`src/rtl/out_merge_scheduler.sv`:
```
// Merges a varint byte stream and a raw byte stream into one output FIFO,
// one field-index burst at a time, in ascending index order.
module out_merge_scheduler (
    input  logic        clk,
    input  logic        reset_n,
    input  logic        varint_valid,
    input  logic [7:0]  varint_byte,
    input  logic [9:0]  varint_index,
    input  logic        varint_done,
    output logic        varint_accepted,
    input  logic        raw_valid,
    input  logic [7:0]  raw_byte,
    input  logic [9:0]  raw_index,
    input  logic        raw_done,
    output logic        raw_accepted,
    input  logic        out_fifo_full,
    output logic        out_fifo_push,
    output logic [7:0]  out_fifo_data,
    output logic        msg_done,
    output logic [15:0] byte_count,
    output logic        order_err,
    output logic [1:0]  dbg_state
);

    // dbg_state encoding: 0=ARB, 1=VAR, 2=RAW, 3=DONE
    typedef enum logic [1:0] {
        ARB  = 2'd0,
        VAR  = 2'd1,
        RAW  = 2'd2,
        DONE = 2'd3
    } state_t;

    state_t      r_state;
    logic [9:0]  r_cur_idx;
    logic        r_prior;
    logic [15:0] r_byte_count;
    logic        r_order_err;
    logic        r_msg_done;

    logic       w_var_hit;
    logic       w_raw_hit;
    logic       w_var_acc;
    logic       w_raw_acc;
    logic       w_go_var;
    logic       w_go_raw;
    logic [9:0] w_sel_idx;

    // Handshake: a head byte is consumed in the same cycle its *_accepted is
    // high (valid & matching burst index & FIFO not full); the source then
    // presents its next byte on the following cycle.
    assign w_var_hit = varint_valid && (varint_index == r_cur_idx);
    assign w_raw_hit = raw_valid && (raw_index == r_cur_idx);
    assign w_var_acc = (r_state == VAR) && w_var_hit && !out_fifo_full;
    assign w_raw_acc = (r_state == RAW) && w_raw_hit && !out_fifo_full;

    // A lone stream may only be scheduled once the other has finished the message.
    assign w_go_var  = varint_valid && (raw_valid ? (varint_index <= raw_index) : raw_done);
    assign w_go_raw  = raw_valid && (varint_valid ? (varint_index > raw_index) : varint_done);
    assign w_sel_idx = w_go_var ? varint_index : raw_index;

    assign varint_accepted = w_var_acc;
    assign raw_accepted    = w_raw_acc;
    assign out_fifo_push   = w_var_acc | w_raw_acc;
    assign out_fifo_data   = w_var_acc ? varint_byte : (w_raw_acc ? raw_byte : 8'h00);
    assign msg_done        = r_msg_done;
    assign byte_count      = r_byte_count;
    assign order_err       = r_order_err;
    assign dbg_state       = r_state;

    always_ff @(posedge clk or negedge reset_n) begin
        if (!reset_n) begin
            r_state      <= ARB;
            r_cur_idx    <= 10'd0;
            r_prior      <= 1'b0;
            r_byte_count <= 16'd0;
            r_order_err  <= 1'b0;
            r_msg_done   <= 1'b0;
        end else begin
            r_msg_done <= 1'b0;
            if (out_fifo_push) begin
                r_byte_count <= r_byte_count + 16'd1;
            end
            case (r_state)
                ARB: begin
                    if (w_go_var || w_go_raw) begin
                        r_state   <= w_go_var ? VAR : RAW;
                        r_cur_idx <= w_sel_idx;
                        r_prior   <= 1'b1;
                        // r_cur_idx still holds the previous burst's index here
                        if (r_prior && (w_sel_idx < r_cur_idx)) begin
                            r_order_err <= 1'b1;
                        end
                    end else if (!varint_valid && !raw_valid && varint_done && raw_done) begin
                        r_state    <= DONE;
                        r_msg_done <= 1'b1;
                    end
                end
                VAR: begin
                    if (!w_var_hit) begin
                        r_state <= ARB;
                    end
                end
                RAW: begin
                    if (!w_raw_hit) begin
                        r_state <= ARB;
                    end
                end
                DONE: begin
                    if (!varint_done && !raw_done) begin
                        r_state      <= ARB;
                        r_byte_count <= 16'd0;
                        r_order_err  <= 1'b0;
                        r_prior      <= 1'b0;
                    end
                end
                default: r_state <= ARB;
            endcase
        end
    end

endmodule

```
`config.mk`:
```
export PLATFORM = sky130hd
export DESIGN_NAME = out_merge_scheduler
export DESIGN_NICKNAME = d
export VERILOG_FILES = /design/src/rtl/out_merge_scheduler.sv
export SDC_FILE = /design/constraint.sdc
export NUM_CORES = 1
export LEC_CHECK = 0
export CORE_UTILIZATION = 30
export CTS_CLUSTER_DIAMETER = 30
export CTS_CLUSTER_SIZE = 25
export DETAILED_ROUTE_END_ITERATION = 12
export GPL_TIMING_DRIVEN = 0
export PLACE_DENSITY = 0.67
export SETUP_SLACK_MARGIN = 0.15
export SLEW_MARGIN = 30
export SYNTH_ARGS = -nofsm -noshare
export SYNTH_HDL_FRONTEND = slang
export SYNTH_SLANG_ARGS = --single-unit
```
`constraint.sdc`:
```
create_clock -name clk -period 2.8 [get_ports clk]
set_input_delay 0.28 -clock clk [delete_from_list [all_inputs] [get_ports clk]]
set_output_delay 0.28 -clock clk [all_outputs]
set_load 0.02 [all_outputs]
```
==> summary.txt, run 1 <==
Floorplanning
  – Std cell rows: 33
  – Io pins: 74
  – Die X: between 90 and 100 um
  – Die area: 0.008770 mm^2
  – Die Ht: approximately 94 um
  – Effective utilization at floorplan: a little under a third
  – Core Footprint: around 0.0082 mm^2

Place
  – Global placer's final weighted congestion: ~0.8
  – IO Port Bufs: 71
  – Placed instance area: 0.003483 mm^2
  – Post-DP HPWL: around 5300 um

Timing
  – Worst slew pin tran: 0.7962 ns
  – Endpoints failing setup: 0
  – RSZ-0062 raised after global routing: yes
  – Slew Limit Headroom: 46.92%
  – Final period utilization: between 90% and 100%
  – Worst Skew: roughly 0.0031 ns
  – Final hold violation count: 0
  – Worst hold slack: around 0.33 ns
  – Period minus WS final: approximately 2.6 ns
  – Max Fclk: 0.3817 GHz
  – Slew Limit Fails: 0

Yosys
  – Largest family of logic cells by synthesized area: compound AO/OA/AOI/OAI gates
  – Synthesis Warnings: 0
  – Synth top cells by count: inv_1, dfrtp_1, xnor2_1
  – Xor-xnor portion of the synthesized cell area: 9.384%
  – Synth area leader: dfrtp_1
  – Simple-Gate Fraction of Synth Area: around 17%
  – Sequential area share after synthesis: 30.78%
  – Synthesized cell area: roughly 0.0025 mm^2
  – Synth cell types: between 40 and 50
  – Syn Inst Count: roughly 280
  – Ys flop type: dfrtp_1
  – Synth Area in Compound Gates: between 10% and 20%
  – Most common cell in the netlist: inv_1
  – Mux share of post-synthesis cell area: 8.441%
  – Synthesized area per cell: around 9.0 um^2
  – Synth Register Bits: 31
  – Yosys top cell area share: between 30% and 40%
  – Top cells by area, synth: dfrtp_1, ha_1, xnor2_1
  – Synthesized Nets: roughly 340
  – Number of flops mapped to enable cells by yosys: 0
  – Adder-cell area share of the yosys netlist: 9.930%
  – FFs w/ async S/R, synth: 100.0%

GRT
  – Vias in the first global route: around 2400
  – Gr usage total: ~17%
  – Overflow after GRT: 0
  – First-pass GRT wire length: 11600 um
  – Antenna violations before repair: 0
  – Largest net degree at the start of global routing: 24

Setup path
  – Startpoint Class: input pin
  – Worst EP required: 3.02 ns
  – Largest fanout on the critical path: 6
  – Worst setup EP type: flip-flop
  – Arrival @ worst endpoint: about 2.8 ns
  – Critical path's slowest cell: a2111oi_4
  – Max incr delay on CP: 0.43 ns
  – Cell Chain, Critical Path: buf_8, inv_4, ha_4, a211oi_2, nor2_2, a2111oi_4, o21ai_4, buf_12, mux2_4, ha_4, a21oi_2, nor2b_1, o21ai_1, and4b_1, o21ai_1, o21ai_1
  – Critical Path Most Common Cell: o21ai_1
  – Worst Path Class, Setup: in2reg

Route
  – WL final: 7140 um
  – TritonRoute pass-1 iters: 4
  – Initial DRC count: between 100 and 150
  – Antenna viol nets, final: 0
  – DR vias/cell: about 5.0
  – Mean routed wirelength per cell: 14.91 um
  – DRC: 0
  – Via count: ~2400

Run status
  – Status: finished, final reports clean

Cells and area
  – Fin nets: 436
  – Fin util: about 48%
  – # diodes: 0
  – Final instance area: between 0.003 and 0.004 mm^2
  – P&R area growth vs syn: 55.56%
  – Share of cells above drive strength 1: approximately 34%

Run
  – Max cap viols: 0

Clock tree
  – Clock Latency Late Sink: 0.28 ns
  – CTS max path bufs: 2
  – H-tree depth: 2
  – CTS buffer count: 5
  – Clock sinks: 31
  – Clk root buf: clkbuf_8
  – Worst-path clk slew: 0.07 ns
  – CTS tree: done

Min path
  – Hold Crit Class: in2reg

Power and ir drop
  – Areal power density over the cells: 653.3 mW/mm^2
  – VDD IR-drop max: ~0.00034 V
  – Lkg Pwr: around 1.6 nW
==> cells by family (layout without fill, tap and decap cells) <==
| group | Yosys count | count (layout) |
|---|---|---|
| simple gates | 82 | 84 |
| compound gates | 60 | 60 |
| buf+inv | 40 | 133 |
| flops | 31 | 31 |
| xor+xnor | 27 | 27 |
| fa+ha+maj | 20 | 20 |
| mux | 19 | 19 |
==> layout by cell type (no fill, tap or decap), types with 5 or more instances in the layout <==
| cell | n |
|---|---|
| nand4_1 | 13 |
| buf_6 | 14 |
| inv_1 | 22 |
| nor3_1 | 5 |
| nand3_1 | 7 |
| clkdlybuf4s50_1 | 38 |
| a31o_2 | 6 |
| mux2_2 | 12 |
| clkbuf_8 | 6 |
| mux2_4 | 6 |
| a22o_1 | 8 |
| clkbuf_2 | 10 |
| buf_2 | 5 |
| nand2_1 | 11 |
| inv_2 | 7 |
| xnor2_1 | 27 |
| ha_4 | 14 |
| ha_1 | 5 |
| a21oi_1 | 11 |
| nand2b_1 | 6 |
| buf_4 | 11 |
| dfrtp_1 | 31 |
| nor2_1 | 17 |
==> per-stage QoR <==
stage	power, mW	setup WS (ns)	setup TNS (ns)	cells
4_1_cts	2.527	0.08804	0	473
3_5_place_dp	1.988	-0.8347	-8.701	456
5_1_grt	2.752	-0.003997	-0.003997	479
2_1_floorplan	1.565	0.1428	0	279
3_3_place_gp	1.956	-0.8169	-8.254	455
6_report	2.561	0.1802	0	479
==> path summary, 6_finish.rpt <==
kind / start / end / slack [ns] / cells past startpoint
max in group asynchronous: reset_n / byte_count[3] / 1.99 / 3
min reg2reg: r_prior / r_prior / 0.51 / 1
max: raw_index[7] / order_err / 0.18 / 16
max reg2reg: r_cur_idx[3] / byte_count[13] / 0.44 / 8
min: varint_valid / dbg_state[1] / 0.33 / 3
min in group asynchronous: reset_n / r_cur_idx[3] / 0.41 / 2
==> critical path, delay by kind of cell <==
kind / cells / cell delay [ns]
adder cells (fa/ha/maj): 2 / 0.45
buffers and inverters: 3 / 0.31
AND/OR/NAND/NOR: 3 / 0.31
multiplexers: 1 / 0.32
AO/OA/AOI/OAI: 7 / 1.16
==> area by class of cell <==
cell class	instances	area [um^2]
clock inverter	2	35.03
inverter	32	127.6
fill	813	4255
clock buffer	6	82.58
timing repair buffer	85	822.0
tap	105	131.4
buffer	8	43.79
sequential	31	775.7
multi-input combinational	210	1902
==> power by group <==
part           internal, mW  total (mW)  switching (mW)  leakage, nW
logic                 0.708        1.31           0.606         1.18
registers             0.609       0.781           0.172        0.380
clock network         0.288       0.465           0.177       0.0612
==> state kept, by name, summed over array words and instances (netlist names) <==
register    flops
dbg_state       2
msg_done        1
r_cur_idx      10
byte_count     16
r_prior         1
order_err       1
==> routing by layer <==
layer	up-vias	track usage, %	wire, um
li1	1187	-	-
met3	8	3.964	419
met1	1150	19.35	2977
met2	71	32.05	3668
met5	-	0	0
met4	0	3.205	75
==> repair_timing <==
action	CTS	global route
cloned	2	0
resized for setup	129	67
hold buffers	1	0
pin swaps	19	23
endpoints found under the hold margin	8	0
setup endpoints to repair	21	10
setup buffers	6	6
Note: power is estimated with default switching activity, not from simulation.
==> run 2, diff against run 1 <==
--- a/config.mk
+++ b/config.mk
@@ -5,6 +5,7 @@
 export SDC_FILE = /design/constraint.sdc
 export NUM_CORES = 1
 export LEC_CHECK = 0
+export ABC_CLOCK_PERIOD_IN_PS = 2800
 export CORE_UTILIZATION = 30
 export CTS_CLUSTER_DIAMETER = 30
 export CTS_CLUSTER_SIZE = 25
==> results of run 2 <==
No change in the layout: final DEF, timing and power equal those of run 1.
